[config.mk]
export PLATFORM = sky130hd
export DESIGN_NAME = thumb_fetch_flat
export DESIGN_NICKNAME = d
export VERILOG_FILES = /design/src/rtl/thumb_fetch_if.sv /design/src/rtl/thumb_fetch.sv /design/src/flat_wrapper.sv
export SDC_FILE = /design/constraint.sdc
export NUM_CORES = 1
export LEC_CHECK = 0
export ABC_CLOCK_PERIOD_IN_PS = 5200
export CORE_ASPECT_RATIO = 1.4
export CORE_MARGIN = 3
export CORE_UTILIZATION = 40
export DETAILED_ROUTE_END_ITERATION = 8
export PLACE_DENSITY = 0.61
export SLEW_MARGIN = 20
export SYNTH_ARGS = -nofsm -noshare
export SYNTH_HDL_FRONTEND = slang
export SYNTH_SLANG_ARGS = --single-unit
[constraint.sdc]
create_clock -name clock -period 5.2 [get_ports clock]
set_input_delay 1.04 -clock clock [delete_from_list [all_inputs] [get_ports clock]]
set_output_delay 1.04 -clock clock [all_outputs]
set_load 0.05 [all_outputs]
[src/rtl/thumb_fetch_if.sv]
// thumb_fetch_if: memory, decoder and redirect signals of the fetch stage.
// master is the fetch unit, slave is memory plus decode/execute.
interface thumb_fetch_if #(
  parameter int ADDR_W = 10
);
  logic              mem_req;
  logic [ADDR_W-1:0] mem_addr;
  logic              mem_valid;
  logic [31:0]       mem_rdata;
  logic              instr_valid;
  logic [15:0]       instr;
  logic [31:0]       instr_pc;
  logic              instr_ready;
  logic              redirect_valid;
  logic [31:0]       redirect_pc;

  modport master (
    output mem_req, mem_addr,
    output instr_valid, instr, instr_pc,
    input  mem_valid, mem_rdata,
    input  instr_ready,
    input  redirect_valid, redirect_pc
  );

  modport slave (
    input  mem_req, mem_addr,
    input  instr_valid, instr, instr_pc,
    output mem_valid, mem_rdata,
    output instr_ready,
    output redirect_valid, redirect_pc
  );
endinterface

[src/rtl/thumb_fetch.sv]
// thumb_fetch: 32-bit word fetch split into Thumb halfwords,
// buffered in a 4-entry FIFO, flushed by execute-stage redirects.
module thumb_fetch #(
  parameter int          ADDR_W   = 10,
  parameter logic [31:0] RESET_PC = 32'h0000_0000
) (
  input logic           clock,
  input logic           nreset,
  thumb_fetch_if.master bus
);
  typedef enum logic [1:0] {IDLE, WAIT, DROP} state_t;

  state_t      state, state_nxt;
  logic [31:0] fetch_pc;
  logic        skip_lo;
  logic [15:0] q_instr [4];
  logic [31:0] q_pc [4];
  logic [1:0]  rd, wr;
  logic [2:0]  count, count_nxt;
  logic [1:0]  npush;
  logic        pop, take, issue;
  logic [31:0] word_pc;
  logic        unused;

  assign bus.instr_valid = count != 3'd0;
  assign bus.instr       = q_instr[rd];
  assign bus.instr_pc    = q_pc[rd];
  assign pop     = bus.instr_valid && bus.instr_ready;
  assign word_pc = fetch_pc - 32'd4;
  assign unused  = bus.redirect_pc[0];

  always_comb begin
    state_nxt = state;
    take      = 1'b0;
    issue     = 1'b0;
    npush     = 2'd0;
    unique case (state)
      IDLE: begin
        if (!bus.redirect_valid && count <= 3'd2) begin
          issue     = 1'b1;
          state_nxt = WAIT;
        end
      end
      WAIT: begin
        if (bus.redirect_valid) begin
          state_nxt = bus.mem_valid ? IDLE : DROP;
        end else if (bus.mem_valid) begin
          take      = 1'b1;
          state_nxt = IDLE;
        end
      end
      DROP: begin
        if (bus.mem_valid) state_nxt = IDLE;
      end
      default: state_nxt = IDLE;
    endcase
    if (take) npush = skip_lo ? 2'd1 : 2'd2;
    count_nxt = count - {2'b00, pop} + {1'b0, npush};
    // chain the next request off the response edge for full throughput
    if (take && count_nxt <= 3'd2) begin
      issue     = 1'b1;
      state_nxt = WAIT;
    end
  end

  always_ff @(posedge clock or negedge nreset) begin
    if (!nreset) begin
      state        <= IDLE;
      fetch_pc     <= {RESET_PC[31:2], 2'b00};
      skip_lo      <= RESET_PC[1];
      bus.mem_req  <= 1'b0;
      bus.mem_addr <= RESET_PC[ADDR_W+1:2];
      rd           <= 2'd0;
      wr           <= 2'd0;
      count        <= 3'd0;
      for (int i = 0; i < 4; i++) begin
        q_instr[i] <= '0;
        q_pc[i]    <= '0;
      end
    end else begin
      state       <= state_nxt;
      bus.mem_req <= issue;
      if (issue) begin
        bus.mem_addr <= fetch_pc[ADDR_W+1:2];
        fetch_pc     <= fetch_pc + 32'd4;
      end
      if (bus.redirect_valid) begin
        fetch_pc <= {bus.redirect_pc[31:2], 2'b00};
        skip_lo  <= bus.redirect_pc[1];
        rd       <= 2'd0;
        wr       <= 2'd0;
        count    <= 3'd0;
      end else begin
        if (take) begin
          skip_lo <= 1'b0;
          if (skip_lo) begin
            q_instr[wr] <= bus.mem_rdata[31:16];
            q_pc[wr]    <= word_pc + 32'd2;
          end else begin
            q_instr[wr]       <= bus.mem_rdata[15:0];
            q_pc[wr]          <= word_pc;
            q_instr[wr+2'd1]  <= bus.mem_rdata[31:16];
            q_pc[wr+2'd1]     <= word_pc + 32'd2;
          end
        end
        rd    <= rd + {1'b0, pop};
        wr    <= wr + npush;
        count <= count_nxt;
      end
    end
  end
endmodule

[src/flat_wrapper.sv]
// flat-port wrapper written by rule: the top's interface ports become plain ports
module thumb_fetch_flat 
#(
  parameter int          ADDR_W   = 10,
  parameter logic [31:0] RESET_PC = 32'h0000_0000
)
  (clock, nreset, bus_mem_req, bus_mem_addr, bus_instr_valid, bus_instr, bus_instr_pc, bus_mem_valid, bus_mem_rdata, bus_instr_ready, bus_redirect_valid, bus_redirect_pc);
  thumb_fetch_if #(.ADDR_W(ADDR_W)) bus_i ();
  input logic clock;
  input logic nreset;
  output wire logic [$bits(bus_i.mem_req)-1:0] bus_mem_req;
  output wire logic [$bits(bus_i.mem_addr)-1:0] bus_mem_addr;
  output wire logic [$bits(bus_i.instr_valid)-1:0] bus_instr_valid;
  output wire logic [$bits(bus_i.instr)-1:0] bus_instr;
  output wire logic [$bits(bus_i.instr_pc)-1:0] bus_instr_pc;
  input wire logic [$bits(bus_i.mem_valid)-1:0] bus_mem_valid;
  input wire logic [$bits(bus_i.mem_rdata)-1:0] bus_mem_rdata;
  input wire logic [$bits(bus_i.instr_ready)-1:0] bus_instr_ready;
  input wire logic [$bits(bus_i.redirect_valid)-1:0] bus_redirect_valid;
  input wire logic [$bits(bus_i.redirect_pc)-1:0] bus_redirect_pc;
  assign bus_mem_req = bus_i.mem_req;
  assign bus_mem_addr = bus_i.mem_addr;
  assign bus_instr_valid = bus_i.instr_valid;
  assign bus_instr = bus_i.instr;
  assign bus_instr_pc = bus_i.instr_pc;
  assign bus_i.mem_valid = bus_mem_valid;
  assign bus_i.mem_rdata = bus_mem_rdata;
  assign bus_i.instr_ready = bus_instr_ready;
  assign bus_i.redirect_valid = bus_redirect_valid;
  assign bus_i.redirect_pc = bus_redirect_pc;
  thumb_fetch #(.ADDR_W(ADDR_W), .RESET_PC(RESET_PC)) u_core (.clock(clock), .nreset(nreset), .bus(bus_i));
endmodule
Word-level counts from Yosys, hierarchy flattened
Cells that the tools add are included.
- register bits: 245
- bits in latches: 0
- RAM bits: 0
- memory bits (read-only): 0
- input bits: 69
- output and inout bits: 60
- logic and storage cells: 92
- memories kept: 0
- add/subtract/negate cells: 8
- multipliers: 0
- div/mod/pow operators: 0
- order comparisons: 7
- eq/ne operators: 3
- shift-type cells: 0
- muxes and demuxes: 43
- bitwise logic cells: 4
- reductions and logical operators: 11
- operators by type and width (cell ; number):
    $bwmux 128 ; 3
    $bwmux 64 ; 3
    $mux 32 ; 6
    $demux 32 s2 ; 2
    $mux 128 ; 1
    $bmux 32 s2 ; 1
    $demux 16 s2 ; 2
    $mux 16 ; 4
    $mux 64 ; 1
    $add 32x2->32 const B ; 1
    $add 32x3->32 const B ; 1
    $bmux 16 s2 ; 1
    $sub 32x3->32 const B ; 1
    $mux 2 ; 9
    $ge 3x3->1 const B ; 3
    $not 2->3 ; 3
    $mux 1 ; 8
    $le 3x2->1 const B ; 2
    $lt 3x1->1 const B ; 2
    $pmux 2 s3 ; 1
    $logic_and 1x1->1 ; 5
    $reduce_bool 2->1 ; 2
    $add 3x2->3 ; 1
    $mux 3 ; 1
    other kinds (12) ; 12

Longest topological paths before layout
- word-level depth: 10
- gate-level depth with buffers: 14
- gate-level depth less buffers: 13

Least setup slack after synthesis
No wires, ideal clock.
- kind: input to register
- start point: input port bus_redirect_valid
- end point: register u_core.fetch_pc[10]
- setup time: 0.151 ns
- arrival time: 3.785 ns
- required time: 5.049 ns
- slack: 1.264 ns
- stages: 13
- buffers on the path: 3
- cell sequence: clkbuf_1 > nand4b_1 > nor2_1 > inv_1 > ha_1 > fa_1 > nand2b_1 > a32oi_1 > buf_2 > clkbuf_1 > nor2_1 > o21ai_0 > o311ai_0
- cells in the longest elaborated chain, start to end: 8
- elaborated cells between the ends (all ways): 13
- those cells by class: add/sub (1); order compare (1); mux (7); reduce/logical (4)
- RTL lines (what ; line ; source):
    start: declaration ; flat_wrapper.sv:19 ; input wire logic [$bits(bus_i.redirect_valid)-1:0] bus_redirect_valid;
    $mux 1 ; thumb_fetch.sv:45 ; if (bus.redirect_valid) begin
    $mux 1 ; thumb_fetch.sv:37 ; unique case (state)
    $mux 2 ; thumb_fetch.sv:57 ; if (take) npush = skip_lo ? 2'd1 : 2'd2;
    $add 3x2->3 ; thumb_fetch.sv:58 ; count_nxt = count - {2'b00, pop} + {1'b0, npush};
    $le 3x2->1 ; thumb_fetch.sv:60 ; if (take && count_nxt <= 3'd2) begin
    $logic_and 1x1->1 ; thumb_fetch.sv:60 ;
    $mux 1 ; thumb_fetch.sv:60 ;
    $reduce_bool 2->1 (no line) ; - ;
    end signal: assignment ; thumb_fetch.sv:69 ; fetch_pc <= {RESET_PC[31:2], 2'b00};
    end signal: assignment ; thumb_fetch.sv:85 ; fetch_pc <= fetch_pc + 32'd4;
    end signal: assignment ; thumb_fetch.sv:88 ; fetch_pc <= {bus.redirect_pc[31:2], 2'b00};
    end: declaration ; thumb_fetch.sv:14 ; logic [31:0] fetch_pc;
Parallel ways exist; a longest one is shown, timed or not.
A chain may end at the register's enable or synchronous reset.

Worst setup path after layout
- start point: register u_core.rd[0]
- end point: output port bus_instr_pc[17]
- cells in the longest elaborated chain, start to end: 4
- RTL lines (what ; line ; source):
    start: declaration ; thumb_fetch.sv:18 ; logic [1:0] rd, wr;
    start signal: assignment ; thumb_fetch.sv:106 ; rd <= rd + {1'b0, pop};
    $not 2->3 (not written as such) ; thumb_fetch.sv:27 ; assign bus.instr_pc = q_pc[rd];
    $bmux 32 s2 ; thumb_fetch.sv:27 ;
    $mux 32 (not written as such) (2 in series) ; thumb_fetch.sv:27 ;
    end: declaration ; flat_wrapper.sv:15 ; output wire logic [$bits(bus_i.instr_pc)-1:0] bus_instr_pc;
No other way between the ends. The select of a mux whose other input is x is not followed.

==> results.md <==
- Worst path arrival time: 3060 ps
- Setup Skew: 14.96 ps
- Clock transition at the registers of the reported paths: 60 ps
- Area contributors post-synth: dfrtp_1 (48%), mux4_2 (8.5%), o21ai_0 (8.2%), nand2_1 (7.4%), a22oi_1 (3.8%)
- Dpl ws: 543.2 ps
- Post-synth EDFFs: 0
- First-pass GRT wire length: 55610 um
- WL final: 34410 um
- Initial Util: 40.89%
- Diodes inserted: 0
- Root Driver: clkbuf_16
- Via count: 10270
- Slew HR: 34.98%
- Crit end category: primary output
- Total gr overflow: 0
- CP max FO: 29
- Synth Area in XOR/XNOR: 3.277%
- Die Y: 217.0 um
- Vias in the first global route: 10290
- Synth Area in Simple Gates: 16.08%
- Setup violations, final: 0
- Clock Sinks: 243
- GR Util All Layers: 20.13%
- Clock insertion delay at the later pin of the skew report: 540 ps
- Die X: 156.7 um
- Hold path depth: 2
- HP Class: register to register
- Synth warn: 0
- Final Cell Area: 0.01509 mm2
- Commonest non-fill, non-tap cell in the layout: nand2_1
- Final Hold Vio Count: 0
- # resized after CTS: 0
- Final min period: 4104 ps
- Final WS setup: 1096 ps
- Max Cap Viol: 0
- Setup Buffers After CTS: 0
- Die area: 0.03400 mm2
- CTS tree: yes
- Power Density: 565.0 mW/mm2
- Largest net degree at the start of global routing: 110
- Synth area leader: dfrtp_1
- Avg Inst Size Synth: 9.419 um2
- Worst-Margin Slew: 971.6 ps
- DR pass1 iterations: 5
- Avg Vias per Cell: 5.695
- Synthesized area: 0.01272 mm2
- Max-slew violations: 0
- CTS Buf Count: 27
- Syn Inst Count: 1350
- VDD IR max: 0.0003547 V
- Synth Area in Adders: 1.240%
- R2r endpoint: u_core.fetch_pc[30]$_DFFE_PN0P_
- Largest family of logic cells by synthesized area: compound AO/OA/AOI/OAI gates
- Async set-reset flop share out of synthesis: 100.0%
- Net count, final: 1474
- Placer Congestion: 0.8097
- Main synth FF type: dfrtp_1
- Post-CTS Hold Buffers: 0
- Routed len/inst: 19.08 um
- # DRC: 0
- R2r startpoint: u_core.state[1]$_DFFE_PN0P_
- CTS Buffer Depth: 3
- CORE AREA: 0.03109 mm2
- Layout cells sized above 1: 9.837%
- Period utilization: 78.93%
- RSZ-0062 raised after global routing: no
- Critical path class: register to primary output
- Post-DRT Antenna Nets: 0
- DP HPWL: 21710 um
- Worst reg2reg path depth: 13
- IO Port Bufs: 127
- Hold_ws: 473.8 ps
- Placed cell area: 0.01420 mm2
- Synthesized Nets: 1431
- R2R setup slack: 1610 ps
- Fmax: 243.6 MHz
- Highest-count cells in the layout ignoring fill and taps: nand2_1 (251), dfrtp_1 (240), o21ai_0 (207)
- Row count: 76
- Post-synthesis mux area share: 9.092%
- Sequential area share after synthesis: 47.82%
- Crit start category: register
- Compound-Gate Fraction of Synth Area: 17.58%
- Outcome: complete, no violations
- Drt initial violations: 648
- Initial antenna violation count: 0
- Netlist cell types: 57
- Hold endpoint: u_core.q_pc[1]$_DFFE_PN0P_
- Top-area cell type share of the netlist area: 47.82%
- Leakage power: 6.132 nW
- Critical hold path startpoint: u_core.q_pc[1]$_DFFE_PN0P_
- Area Overhead vs Synth: 18.65%
- CP required: 4160 ps
- Setup TNS Final: 0 ps
- Top Ports: 129
- Yosys reg bits: 243
- CTS H-tree lvls: 1
stage by stage:
stage	power, mW	utilization, %	cells
2_1_floorplan	5.426	-	1350
3_3_place_gp	6.607	45.68	1754
3_5_place_dp	6.687	45.68	1754
4_1_cts	8.628	48.52	1803
5_1_grt	9.048	48.52	1803
6_report	8.524	48.52	1803
power by group:
| group | leakage (nW) | internal (mW) | switching, mW |
|---|---|---|---|
| Combinational | 2.52 | 1.40 | 2.24 |
| Sequential | 3.18 | 2.45 | 0.521 |
| Clock | 0.429 | 1.12 | 0.798 |
routing by layer:
layer	wire, um	vias up	global-route usage, %	part of all wire (%)
met5	0	-	0	0
met4	707	0	5.781	2.1
met3	1547	54	2.646	4.5
met2	17380	255	34.79	51
met1	14770	5072	26.46	43
li1	-	4887	-	-
state kept, by name (all words and copies together), names as in the netlist:
register / count
u_core.q_instr: 64
u_core.rd: 2
u_core.bus.mem_addr: 10
u_core.state: 2
u_core.fetch_pc: 30
u_core.bus.mem_req: 1
u_core.q_pc: 128
u_core.skip_lo: 1
u_core.wr: 2
u_core.count: 3
area by class of cell:
cell class                 instances  area [um2]
clock buffer                      33       708.2
clock inverter                    16       173.9
fill                            2924       16010
inverter                          19       71.32
multi-input combinational        951        6055
sequential                       243        6090
tap                              390       488.0
timing repair buffer             151        1501
worst max path at each step:
stage / start / end / cells past startpoint
after floorplan: bus_redirect_valid / u_core.fetch_pc[10]$_DFFE_PN0P_ / 13
after global placement: bus_mem_valid / u_core.fetch_pc[30]$_DFFE_PN0P_ / 13
after detailed placement: bus_mem_valid / u_core.fetch_pc[14]$_DFFE_PN0P_ / 14
after CTS: u_core.rd[0]$_DFF_PN0_ / bus_instr_pc[17] / 3
after global routing: bus_mem_valid / u_core.fetch_pc[14]$_DFFE_PN0P_ / 14
final: u_core.rd[0]$_DFF_PN0_ / bus_instr_pc[17] / 3
kinds of logic after synthesis:
logic type                 count (synthesis)
and+or+nand+nor                          458
buffers and inverters                    156
AOI/OAI and AO/OA                        381
DFF                                      243
muxes                                     55
xor gates and xnor gates                  45
adders and majority gates                 12
synth_stat cells (8+ instances only):
library cell  number
nor2_1            90
buf_1             29
nand2_1          252
ha_1              11
clkbuf_1          94
a21oi_1           11
nor4_1            14
nand4_1           10
o311ai_0           8
o21ai_0          209
inv_1             19
xnor2_1           29
nand3_1           14
dfrtp_1          243
nor2b_1            9
and2_1             9
a22oi_1           64
mux4_2            48
xor2_1            14
nor3_1            14
buf_2              9
a31oi_1           67
critical path, stage by stage (launching register included):
cell and delay, ps:
dfrtp_4 890, buf_12 300, mux4_2 590, clkdlybuf4s50_1 730
Power figures use the tool's default switching activity.
